[src/rtl/zorro_dma_arbiter_if.sv]
// zorro_dma_arbiter_if: 68000 three-wire arbitration signals between the arbiter and the bus side.
interface zorro_dma_arbiter_if #(
    parameter int NUM_REQ = 2
);
    logic [NUM_REQ-1:0] BR_n;
    logic               BGACK_n;
    logic               AS_CPU_n;
    logic               DTACK_n;
    logic               CPU_BG_n;
    logic               CPU_BR_n;
    logic [NUM_REQ-1:0] BG_n;
    logic               CPU_BUS_EN;
    logic [1:0]         OWNER;
    logic               DMA_ACTIVE;
    logic               TIMEOUT_ERR;

    modport master (
        output BR_n, BGACK_n, AS_CPU_n, DTACK_n, CPU_BG_n,
        input  CPU_BR_n, BG_n, CPU_BUS_EN, OWNER, DMA_ACTIVE, TIMEOUT_ERR
    );

    modport slave (
        input  BR_n, BGACK_n, AS_CPU_n, DTACK_n, CPU_BG_n,
        output CPU_BR_n, BG_n, CPU_BUS_EN, OWNER, DMA_ACTIVE, TIMEOUT_ERR
    );
endinterface

[src/rtl/zorro_dma_arbiter.sv]
// zorro_dma_arbiter: BR/BG/BGACK sequencer granting the motherboard bus round-robin to external DMA masters.
module zorro_dma_arbiter #(
    parameter int NUM_REQ       = 2,
    parameter int GRANT_TIMEOUT = 16
) (
    input logic               C7M,
    input logic               RESET,
    zorro_dma_arbiter_if.slave bus
);
    typedef enum logic [2:0] {IDLE, REQ, GRANT, OWNED, RELEASE, FOREIGN} state_t;

    state_t             state, state_n;
    logic [NUM_REQ-1:0] br1, brs, bg, bg_n;
    logic               bg1, bgs;
    logic [1:0]         last, last_n, owner, owner_n, pick;
    logic [7:0]         cnt, cnt_n;
    logic               cpu_br, cpu_br_n, en, en_n, act, act_n, terr, terr_n;
    logic [NUM_REQ-1:0] ob;
    int                 d, best;

    always_ff @(posedge C7M or posedge RESET)
        if (RESET) begin
            br1    <= '1;
            brs    <= '1;
            bg1    <= 1'b1;
            bgs    <= 1'b1;
            state  <= IDLE;
            last   <= 2'(NUM_REQ - 1);
            cnt    <= '0;
            cpu_br <= 1'b1;
            bg     <= '1;
            en     <= 1'b1;
            owner  <= '0;
            act    <= 1'b0;
            terr   <= 1'b0;
        end else begin
            br1    <= bus.BR_n;
            brs    <= br1;
            bg1    <= bus.BGACK_n;
            bgs    <= bg1;
            state  <= state_n;
            last   <= last_n;
            cnt    <= cnt_n;
            cpu_br <= cpu_br_n;
            bg     <= bg_n;
            en     <= en_n;
            owner  <= owner_n;
            act    <= act_n;
            terr   <= terr_n;
        end

    // Round-robin: smallest distance past the last grantee wins.
    always_comb begin
        pick = last;
        best = NUM_REQ;
        d    = 0;
        for (int i = 0; i < NUM_REQ; i++) begin
            d = (i - int'(last) - 1 + 2 * NUM_REQ) % NUM_REQ;
            if (!brs[i] && d < best) begin
                best = d;
                pick = 2'(i);
            end
        end
    end

    assign ob = brs >> owner;

    always_comb begin
        state_n  = state;
        last_n   = last;
        cnt_n    = cnt;
        cpu_br_n = cpu_br;
        bg_n     = bg;
        en_n     = en;
        owner_n  = owner;
        act_n    = act;
        terr_n   = 1'b0;
        case (state)
            IDLE:
                if (!bgs) begin
                    state_n = FOREIGN;
                    en_n    = 1'b0;
                    act_n   = 1'b1;
                end else if (!(&brs)) begin
                    state_n  = REQ;
                    cpu_br_n = 1'b0;
                end
            REQ:
                if (&brs) begin
                    state_n  = IDLE;
                    cpu_br_n = 1'b1;
                end else if (!bus.CPU_BG_n && bus.AS_CPU_n && bus.DTACK_n) begin
                    owner_n = pick;
                    bg_n    = ~(NUM_REQ'(1) << pick);
                    en_n    = 1'b0;
                    cnt_n   = '0;
                    state_n = GRANT;
                end
            // Acknowledge is checked first so it beats withdrawal and timeout.
            GRANT:
                if (!bgs) begin
                    state_n  = OWNED;
                    bg_n     = '1;
                    cpu_br_n = 1'b1;
                    act_n    = 1'b1;
                    last_n   = owner;
                end else if (ob[0]) begin
                    bg_n    = '1;
                    state_n = RELEASE;
                end else if (cnt == 8'(GRANT_TIMEOUT - 1)) begin
                    bg_n    = '1;
                    terr_n  = 1'b1;
                    last_n  = owner;
                    state_n = RELEASE;
                end else begin
                    cnt_n = cnt + 8'd1;
                end
            OWNED, FOREIGN:
                if (bgs) begin
                    act_n   = 1'b0;
                    state_n = RELEASE;
                end
            RELEASE: begin
                en_n     = 1'b1;
                cpu_br_n = &brs;
                state_n  = (&brs) ? IDLE : REQ;
            end
            default: state_n = IDLE;
        endcase
    end

    assign bus.CPU_BR_n    = cpu_br;
    assign bus.BG_n        = bg;
    assign bus.CPU_BUS_EN  = en;
    assign bus.OWNER       = owner;
    assign bus.DMA_ACTIVE  = act;
    assign bus.TIMEOUT_ERR = terr;
endmodule

[src/flat_wrapper.sv]
// flat-port wrapper written by rule: the top's interface ports become plain ports
module zorro_dma_arbiter_flat 
#(
    parameter int NUM_REQ       = 2,
    parameter int GRANT_TIMEOUT = 16
)
  (C7M, RESET, bus_BR_n, bus_BGACK_n, bus_AS_CPU_n, bus_DTACK_n, bus_CPU_BG_n, bus_CPU_BR_n, bus_BG_n, bus_CPU_BUS_EN, bus_OWNER, bus_DMA_ACTIVE, bus_TIMEOUT_ERR);
  zorro_dma_arbiter_if #(.NUM_REQ(NUM_REQ)) bus_i ();
  input logic C7M;
  input logic RESET;
  input wire logic [$bits(bus_i.BR_n)-1:0] bus_BR_n;
  input wire logic [$bits(bus_i.BGACK_n)-1:0] bus_BGACK_n;
  input wire logic [$bits(bus_i.AS_CPU_n)-1:0] bus_AS_CPU_n;
  input wire logic [$bits(bus_i.DTACK_n)-1:0] bus_DTACK_n;
  input wire logic [$bits(bus_i.CPU_BG_n)-1:0] bus_CPU_BG_n;
  output wire logic [$bits(bus_i.CPU_BR_n)-1:0] bus_CPU_BR_n;
  output wire logic [$bits(bus_i.BG_n)-1:0] bus_BG_n;
  output wire logic [$bits(bus_i.CPU_BUS_EN)-1:0] bus_CPU_BUS_EN;
  output wire logic [$bits(bus_i.OWNER)-1:0] bus_OWNER;
  output wire logic [$bits(bus_i.DMA_ACTIVE)-1:0] bus_DMA_ACTIVE;
  output wire logic [$bits(bus_i.TIMEOUT_ERR)-1:0] bus_TIMEOUT_ERR;
  assign bus_i.BR_n = bus_BR_n;
  assign bus_i.BGACK_n = bus_BGACK_n;
  assign bus_i.AS_CPU_n = bus_AS_CPU_n;
  assign bus_i.DTACK_n = bus_DTACK_n;
  assign bus_i.CPU_BG_n = bus_CPU_BG_n;
  assign bus_CPU_BR_n = bus_i.CPU_BR_n;
  assign bus_BG_n = bus_i.BG_n;
  assign bus_CPU_BUS_EN = bus_i.CPU_BUS_EN;
  assign bus_OWNER = bus_i.OWNER;
  assign bus_DMA_ACTIVE = bus_i.DMA_ACTIVE;
  assign bus_TIMEOUT_ERR = bus_i.TIMEOUT_ERR;
  zorro_dma_arbiter #(.NUM_REQ(NUM_REQ), .GRANT_TIMEOUT(GRANT_TIMEOUT)) u_core (.C7M(C7M), .RESET(RESET), .bus(bus_i));
endmodule
[config.mk]
export PLATFORM = sky130hd
export DESIGN_NAME = zorro_dma_arbiter_flat
export DESIGN_NICKNAME = d
export VERILOG_FILES = /design/src/rtl/zorro_dma_arbiter_if.sv /design/src/rtl/zorro_dma_arbiter.sv /design/src/flat_wrapper.sv
export SDC_FILE = /design/constraint.sdc
export NUM_CORES = 1
export LEC_CHECK = 0
export ABC_AREA = 0
export CAP_MARGIN = 20
export CORE_MARGIN = 5
export CORE_UTILIZATION = 30
export DETAILED_ROUTE_END_ITERATION = 16
export DONT_BUFFER_PORTS = 1
export SLEW_MARGIN = 10
export SYNTH_ARGS = -nofsm -noshare
export SYNTH_HDL_FRONTEND = slang
export SYNTH_SLANG_ARGS = --single-unit
[constraint.sdc]
create_clock -name C7M -period 4.5 [get_ports C7M]
set_input_delay 0.675 -clock C7M [delete_from_list [all_inputs] [get_ports C7M]]
set_output_delay 0.675 -clock C7M [all_outputs]
set_load 0.02 [all_outputs]
==> qor.txt, run 1 <==
outcome - finished, final reports clean
Synth Register Bits - 27
pre-CTS setup slack - 2540 ps
internal power - 0.524 mW
# nets final - 147
routed vias - 1010
worst r2r src - u_core.state[1]
hold buffer count at CTS - 0
register share of total power - 55.9%
core area - 4350 um^2
Hold Path Class - in -> async
PostCTS Resize Cnt - 0
GPL Wtd Cong - 0.829
die height - 76.9 um
switching part of the total - 39.3%
final slew viol count - 0
CP delay by family, top - simple AND/OR/NAND/NOR gates
syn avg cell area - 9.66 um^2
cell taking the most area after synthesis - dfrtp_1
share of cells above drive strength 1 - 15.3%
Gate power share - 28.1%
Synth top area share - 29.8%
# fillers - 434
Clk pwr share - 16.0%
Syn Inst Count - 139
Fin. Hold Viols - 0
CP cell instances - nor3b_2, o21ai_1, nor2_2, a211oi_2, mux2_1
Post-Route Skew - 2.66 ps
period utilization - 44.3%
Total Power - 0.863 mW
Root Buffer - clkbuf_8
Reg2Reg Setup Slack - 2500 ps
initial antenna violation count - 0
final setup fails - 0
Pleak - 0.565 nW
# DRC - 0
CP Data Required Time - 4660 ps
largest cells by area after synthesis - dfrtp_1, dfstp_2, o21ai_1
Chip Width - 76.9 um
FFs w/ async S/R, synth - 100%
Setup TNS - 0 ps
unrepaired setup endpoints after global routing - false
Crit-path slowest cell - dfrtp_1
slowest stage delay, CP - 600 ps
Max-Cap Viols - 0
Die ar. - 5910 um^2
f_max - 501 MHz
maximum vdd drop - 0.205 mV
Mapped Area - 1340 um^2
critical path class - reg -> reg
global-route wire length before repair - 4.73 mm
I/O Buffers - 0
fin crit period - 2000 ps
io pins - 16
Initial Utilization - 30.8%
area added between synthesis and finish - 7.36%
final WL - 2.59 mm
Avg Vias per Cell - 5.34
Worst Setup End Kind - flop
maximum net fanout on the critical path - 16
R2R depth - 5
CTS tree - done
CP bufs+invs - 0
clock-pin slew on the worst setup and hold paths - 90 ps
htree depth - 1
clock latency at the later pin of the worst-skew pair - 270 ps
Clock Path Buffers - 2
Max-slew headroom - 65.9%
PwrDens - 599 nW/um^2
gr ovfl total - 0
Critical Path Source Type - flop
Ant. Diodes - 0
num rows - 24
CP arrival - 2160 ps
register area share after synthesis - 51.4%
Num Clock Sinks - 27
synth unique cells - 42
wire per inst - 13.7 um
DP Wirelength - 1.87 mm
reg-to-reg critical path endpoint - u_core.state[1]
Iter 0 DRT Violations - 30
GR Util All Layers - 9.79%
pin count of the biggest net entering global routing - 28
setup bufs post-CTS - 0
vias in the first global route - 1002
actual slew at the worst max-slew pin - 512 ps
Critical Path Source - u_core.state[1]
PnR worst setup slack - 2500 ps
drt first pass iters - 4
antenna violation net count after detailed routing - 0
CTS Buf Count - 3
ys flop type - dfrtp_1
Net Count, Synth - 148
EDFF count, synth - 0
Ys Warns - 0
Net Sw Power - 0.340 mW
[cell usage after synthesis (all sizes together), types with 2 or more instances]
master  count
a21oi       7
a31oi       3
and2        2
clkbuf      7
dfrtp      16
dfstp      11
inv         5
mux2        3
nand2      10
nand3       3
nand4       2
nor2       13
nor2b       3
nor3        4
nor3b       3
o21a        2
o21ai      24
o31ai       2
[placed cells by master, fill, tap and decap left out, drive strengths merged, types with 3 or more instances in the layout]
cell type / synthesis / routed
inv: 5 / 5
dfstp: 11 / 11
nand3: 3 / 3
nand2: 10 / 10
nor3: 4 / 4
nor3b: 3 / 3
mux2: 3 / 3
clkbuf: 7 / 4
a21oi: 7 / 7
a31oi: 3 / 3
nor2b: 3 / 3
o21ai: 24 / 24
dfrtp: 16 / 16
nor2: 13 / 13
[flip-flops by register name, indices dropped and copies added, names as in the netlist]
register / count
u_core.cnt: 8
u_core.state: 3
u_core.br1: 2
u_core.brs: 2
u_core.bus.BG_n: 2
u_core.bus.OWNER: 2
u_core.last: 2
u_core.bg1: 1
u_core.bgs: 1
u_core.bus.CPU_BR_n: 1
u_core.bus.CPU_BUS_EN: 1
u_core.bus.DMA_ACTIVE: 1
u_core.bus.TIMEOUT_ERR: 1
[power groups by stage]
| stage | logic (mW) | clock network, mW | registers (mW) |
|---|---|---|---|
| final | 0.243 | 0.138 | 0.482 |
| after global routing | 0.280 | 0.154 | 0.501 |
| after detailed placement | 0.241 | 0 | 0.484 |
| after global placement | 0.235 | 0 | 0.481 |
| after floorplan | 0.243 | 0 | 0.427 |
| after CTS | 0.242 | 0.142 | 0.481 |
[layout make-up]
type                    count  area [um^2]  area share [%]
multi-input cells         100          608            42.2
clock buffers               4         45.0            3.13
inverters                   5         18.8            1.30
flip-flops and latches     27          689            47.8
well taps                  52         65.1            4.51
repair buffers              1         15.0            1.04
[logic make-up after synthesis]
family,Yosys count,synth area share [%]
buffers and inverters,12,3.36
multiplexers,4,3.26
AO/OA/AOI/OAI,50,23.5
adder cells (fa/ha/maj),1,0.932
AND/OR/NAND/NOR,45,17.6
flip-flops,27,51.4
[how the worst max path moves through the flow]
stage                           end  slack (ps)  cells after the start
floorplan           u_core.state[1]        2670                      5
global placement     u_core.last[1]        2590                      5
detailed placement  u_core.state[1]        2540                      5
CTS                 u_core.state[1]        2520                      5
global route        u_core.state[1]        2350                      5
finish              u_core.state[1]        2500                      5
[metrics by stage]
step | hold slack, ps | std cells | util, % | area [um^2]
floorplan | 345 | 139 | - | 1340
global placement | 346 | 184 | 31.7 | 1380
detailed placement | 348 | 184 | 31.7 | 1380
CTS | 361 | 188 | 32.8 | 1430
global route | 342 | 189 | 33.1 | 1440
finish | 311 | 189 | 33.1 | 1440
[metal layers]
metal	wire length [um]	vias up	track usage (%)
met5	0	-	0
met4	59	0	5.42
met3	164	5	3.04
met2	1200	25	14.9
met1	1170	481	12.3
li1	-	499	-
(Power assumes the default switching activity.)
==> inputs of run 2 (changes only) <==
- ABC_AREA: 0 -> 1
- clock period: 4.5 -> 1.8 ns (I/O delays scaled with it)
==> run 2 against run 1 <==
Maximum frequency rose by 30%. Design area up 19%. Clock-buffer cell count unchanged. Synthesized cell count rose by 47%. Clock power grew 150%. Register-to-register slack worse by 2200 ps. Cell count up 49%. Die area rose by 13%. Worst setup slack worse by 2200 ps. Wire length increased by 26%. Combinational power rose to 3.5 times the previous value. Sequential power rose by 120%.
==> qor.txt, run 2 <==
Synth Register Bits - 27
number of flip-flops in the largest register - 8
Iter 0 DRT Violations - 60
Pleak - 0.911 nW
f_max - 651 MHz
Setup TNS - 0 ps
# fillers - 563
unrepaired setup endpoints after global routing - false
largest cells by area after synthesis - dfrtp_1, dfstp_2, nand2_1
wire per inst - 11.5 um
maximum net fanout on the critical path - 13
fin crit period - 1540 ps
I/O Buffers - 0
share of cells above drive strength 1 - 16.0%
io pins - 16
GPL Wtd Cong - 0.866
CTS Buf Count - 3
utilization after layout - 33.9%
final setup fails - 0
ys flop type - dfrtp_1
antenna violation net count after detailed routing - 0
Post-Route Skew - 3.43 ps
global-route wire length before repair - 5.72 mm
dominant cell by count in the synthesized netlist - nand2_1
register area share after synthesis - 44.5%
htree depth - 1
Fin. Hold Viols - 0
drt first pass iters - 4
DP Wirelength - 2.46 mm
PwrDens - 1300 nW/um^2
Mapped Area - 1550 um^2
Worst Setup End Kind - flop
maximum vdd drop - 0.654 mV
Max-slew headroom - 77.0%
Hold Path Class - reg -> reg
Initial Utilization - 30.5%
commonest non-fill, non-tap cell in the layout - nand2_1
vias in the first global route - 1230
Max-Cap Viols - 0
# DRC - 0
GR Util All Layers - 11.2%
Placed Instances - 274
setup bufs post-CTS - 0
Die ar. - 6710 um^2
num rows - 26
Clock Path Buffers - 2
Num Clock Sinks - 27
# nets final - 222
syn avg cell area - 7.60 um^2
critical path class - reg -> reg
final slew viol count - 0
PostCTS Resize Cnt - 0
core area - 5070 um^2
list of most frequent post-synthesis cells - nand2_1, nand3_1, inv_1
clock latency at the later pin of the worst-skew pair - 270 ps
Ant. Diodes - 0
cell taking the most area after synthesis - dfrtp_1
gr ovfl total - 0
FFs w/ async S/R, synth - 100%
initial antenna violation count - 0
Ys Warns - 0
Syn Inst Count - 204
Root Buffer - clkbuf_8
Seq. cell area - 689 um^2
period utilization - 85.3%
Chip Width - 81.9 um
EDFF count, synth - 0
CP Data Required Time - 1970 ps
most frequent cells in the layout - nand2_1, nand3_1, inv_1
actual slew at the worst max-slew pin - 345 ps
clock-pin slew on the worst setup and hold paths - 90 ps
Critical Path Source Type - flop
Avg Vias per Cell - 4.51
routed vias - 1271
Net Count, Synth - 213
Top reg by flops - u_core.cnt
CTS tree - done
pin count of the biggest net entering global routing - 28
non-filler instance count after layout - 282
CP arrival - 1700 ps
die height - 81.9 um
final WL - 3.26 mm
outcome - finished, final reports clean
Regs by FF count - u_core.cnt (8), u_core.state (3)
Synth top area share - 25.8%
area added between synthesis and finish - 10.9%
Multi-input gate area - 734 um^2
synth unique cells - 27
run 2: cell types whose count changed in the layout (fill, tap and decap cells not counted), sizes merged, moves of 4 or more:
| cell | change |
|---|---|
| a21oi | -4 |
| dlygate4sd3 | +4 |
| inv | +25 |
| nand2 | +59 |
| nand3 | +30 |
| nor2 | +13 |
| o21ai | -18 |
run 2: power by group:
group          internal [mW]  total (mW)  switching (mW)
Clock                  0.159       0.342           0.183
Combinational          0.292       0.857           0.565
Sequential             0.800        1.04           0.240
run 2: final timing paths:
| check | from | to | slack (ps) | depth (start not counted) |
|---|---|---|---|---|
| setup / recovery | u_core.state[0] | u_core.cnt[0] | 260 | 8 |
| hold / removal | u_core.bg1 | u_core.bgs | 360 | 0 |
| setup reg to reg | u_core.state[0] | u_core.cnt[0] | 260 | 8 |
| hold reg to reg | u_core.bg1 | u_core.bgs | 360 | 0 |
| max in group asynchronous | RESET | u_core.bus.BG_n[0] | 1000 | 3 |
| min in group asynchronous | RESET | u_core.cnt[3] | 490 | 3 |
run 2: cell families (layout without fill, tap and decap cells):
logic type      after synthesis  in the layout  synth area share (%)
simple gates                131            131                  41.2
flops                        27             27                  44.5
fa+ha+maj                     1              1                 0.807
buf+inv                      31             39                  8.15
compound gates               14             14                  5.33
run 2: area by class of cell:
cell class / count / area share [%]
repair buffers: 5 / 2.77
inverters: 30 / 6.70
multi-input cells: 146 / 42.7
well taps: 70 / 5.09
flip-flops and latches: 27 / 40.1
clock buffers: 4 / 2.62
run 2: critical path, cell delays in order (launching register included):
cell and delay, ps:
dfrtp_1 470, inv_2 130, nand3_4 180, nand2_1 160, nand3_4 110, nor2_8 170
nand2_4 100, nand2_1 70, nand2_1 50
run 2: metrics by stage:
step | cell area, um^2 | power, mW | hold slack (ps) | worst slack (ps)
floorplan | 1550 | 1.73 | 274 | 479
global placement | 1630 | 1.91 | 244 | 256
detailed placement | 1630 | 1.90 | 251 | 264
CTS | 1720 | 2.26 | 363 | 249
global route | 1720 | 2.44 | 366 | 66.1
finish | 1720 | 2.24 | 361 | 265
run 2: metal layers:
metal / up-vias / part of all wire, % / routed length (um) / track usage [%]
met4: 0 / 2.2 / 73 / 5.98
met5: - / 0 / 0 / 0
met3: 5 / 3.2 / 103 / 1.75
li1: 661 / - / - / -
met1: 582 / 47 / 1540 / 14.9
met2: 23 / 47 / 1530 / 17.2
run 2: what timing repair did:
action	4_1_cts	5_1_grt
hold buffers	4	0
setup endpoints to repair	0	0
hold endpoints to repair	19	0
==> inputs of run 3 (changes only) <==
- ABC_AREA: 1 -> default
==> run 3 against run 2 <==
The flow now finishes with violations (negative setup slack). Power rose by 2.2%. Worst setup slack got worse by 290 ps. Clock skew rose by 0.77 ps. Wire length fell by 11%. Flip-flop and latch count did not move. Maximum frequency fell by 16%. Critical path depth fell by 3. Sequential power rose by 6%. Non-clock buffer count rose by 15. Largest cell class is now sequential cells.
==> qor.txt, run 3 (synthesized netlist as in run 1, its figures left out) <==
global-route wire length before repair - 4.90 mm
htree depth - 1
wire per inst - 14.0 um
clock-pin slew on the worst setup and hold paths - 90 ps
setup bufs post-CTS - 0
Chip Width - 76.9 um
final setup fails - 2
Seq. cell area - 691 um^2
commonest non-fill, non-tap cell in the layout - buf_4
Total Power - 2.29 mW
Root Buffer - clkbuf_8
Fin. Hold Viols - 0
CP bufs+invs - 0
most frequent cells in the layout - buf_4, dfrtp_1, o21ai_1
unrepaired setup endpoints after global routing - true
Critical Path Source Type - flop
failing checks - negative setup slack
Regs by FF count - u_core.cnt (8), u_core.state (3)
Avg Vias per Cell - 5.15
Worst Setup End Kind - flop
CP arrival - 1990 ps
num rows - 24
initial antenna violation count - 0
final slew viol count - 0
Max-Cap Viols - 0
area added between synthesis and finish - 18.7%
io pins - 16
number of flip-flops in the largest register - 8
# fillers - 425
Die ar. - 5910 um^2
DP Wirelength - 2.18 mm
CP cell instances - or4_4, o21ai_2, nor2_2, a211oi_2, mux2_1
GR Util All Layers - 10.1%
CP Data Required Time - 1960 ps
vias in the first global route - 1081
# DRC - 0
I/O Buffers - 0
PnR worst setup slack - -30.1 ps
Hold Path Class - reg -> reg
core area - 4350 um^2
antenna violation net count after detailed routing - 0
final WL - 2.90 mm
critical path class - reg -> reg
drt first pass iters - 5
routed vias - 1072
Pleak - 0.652 nW
slowest stage delay, CP - 550 ps
Max-slew headroom - 73.9%
actual slew at the worst max-slew pin - 389 ps
die height - 76.9 um
clock latency at the later pin of the worst-skew pair - 270 ps
Post-Route Skew - 4.21 ps
CP delay by family, top - simple AND/OR/NAND/NOR gates
Iter 0 DRT Violations - 29
pin count of the biggest net entering global routing - 28
GPL Wtd Cong - 0.799
# nets final - 166
f_max - 546 MHz
Ant. Diodes - 0
Num Clock Sinks - 27
Crit-path slowest cell - or4_4
Multi-input gate area - 614 um^2
Top reg by flops - u_core.cnt
Placed Instances - 200
fin crit period - 1830 ps
non-filler instance count after layout - 208
Clock Path Buffers - 2
PwrDens - 1440 nW/um^2
Initial Utilization - 30.8%
share of cells above drive strength 1 - 25.0%
gr ovfl total - 0
outcome - complete, but fails checks
maximum net fanout on the critical path - 3
maximum vdd drop - 0.613 mV
period utilization - 102%
CTS Buf Count - 3
CTS tree - done
==> run 3: cell count changes in the layout (fill, tap and decap cells not counted), sizes merged, moves of 4 or more <==
cell and change:
nand2 -59, nand3 -30, inv -25, o21ai +18
buf +15, nor2 -13, a21oi +4
==> run 3: per-stage QoR <==
stage | utilization (%) | TNS, ps | instance area (um^2) | setup WS [ps] | hold slack, ps
6_report | 36.6 | -32.0 | 1590 | -30.1 | 359
5_1_grt | 36.6 | -329 | 1590 | -116 | 365
4_1_cts | 36.5 | -32.3 | 1590 | -32.3 | 360
3_5_place_dp | 34.5 | -10.1 | 1500 | -10.1 | 249
3_3_place_gp | 34.5 | 0 | 1500 | 32.9 | 238
2_1_floorplan | - | -40.7 | 1340 | -27.9 | 274
==> run 3: final timing paths <==
kind | start | endpoint | slack (ps) | cells after the start
worst max-delay path | u_core.cnt[5] | u_core.state[1] | -30 | 5
worst min-delay path | u_core.bg1 | u_core.bgs | 360 | 0
max in group asynchronous | RESET | u_core.bus.CPU_BR_n | 990 | 3
worst min register to register | u_core.bg1 | u_core.bgs | 360 | 0
worst max register to register | u_core.cnt[5] | u_core.state[1] | -30 | 5
min in group asynchronous | RESET | u_core.bus.OWNER[0] | 510 | 3
==> run 3: area by class of cell <==
class / count / area share, %
flip-flops and latches: 27 / 43.3
multi-input cells: 100 / 38.5
well taps: 52 / 4.08
repair buffers: 20 / 10.0
clock buffers: 4 / 2.83
inverters: 5 / 1.18
==> run 3: per-layer routing <==
| layer | GRT usage (%) | part of all wire (%) | vias up |
|---|---|---|---|
| met3 | 2.46 | 5.5 | 4 |
| met5 | 0 | 0 | - |
| met1 | 11.6 | 44 | 507 |
| met2 | 17.6 | 49 | 24 |
| met4 | 4.20 | 1.4 | 0 |
| li1 | - | - | 537 |
==> run 3: report_power, final <==
part / switching, mW / internal, mW
clock network: 0.180 / 0.158
registers: 0.258 / 0.843
logic: 0.429 / 0.419
==> run 3: what timing repair did <==
item,CTS,global route
hold endpoints to repair,19,0
setup endpoints to repair,2,8
resized for setup,1,2
hold buffers,4,0
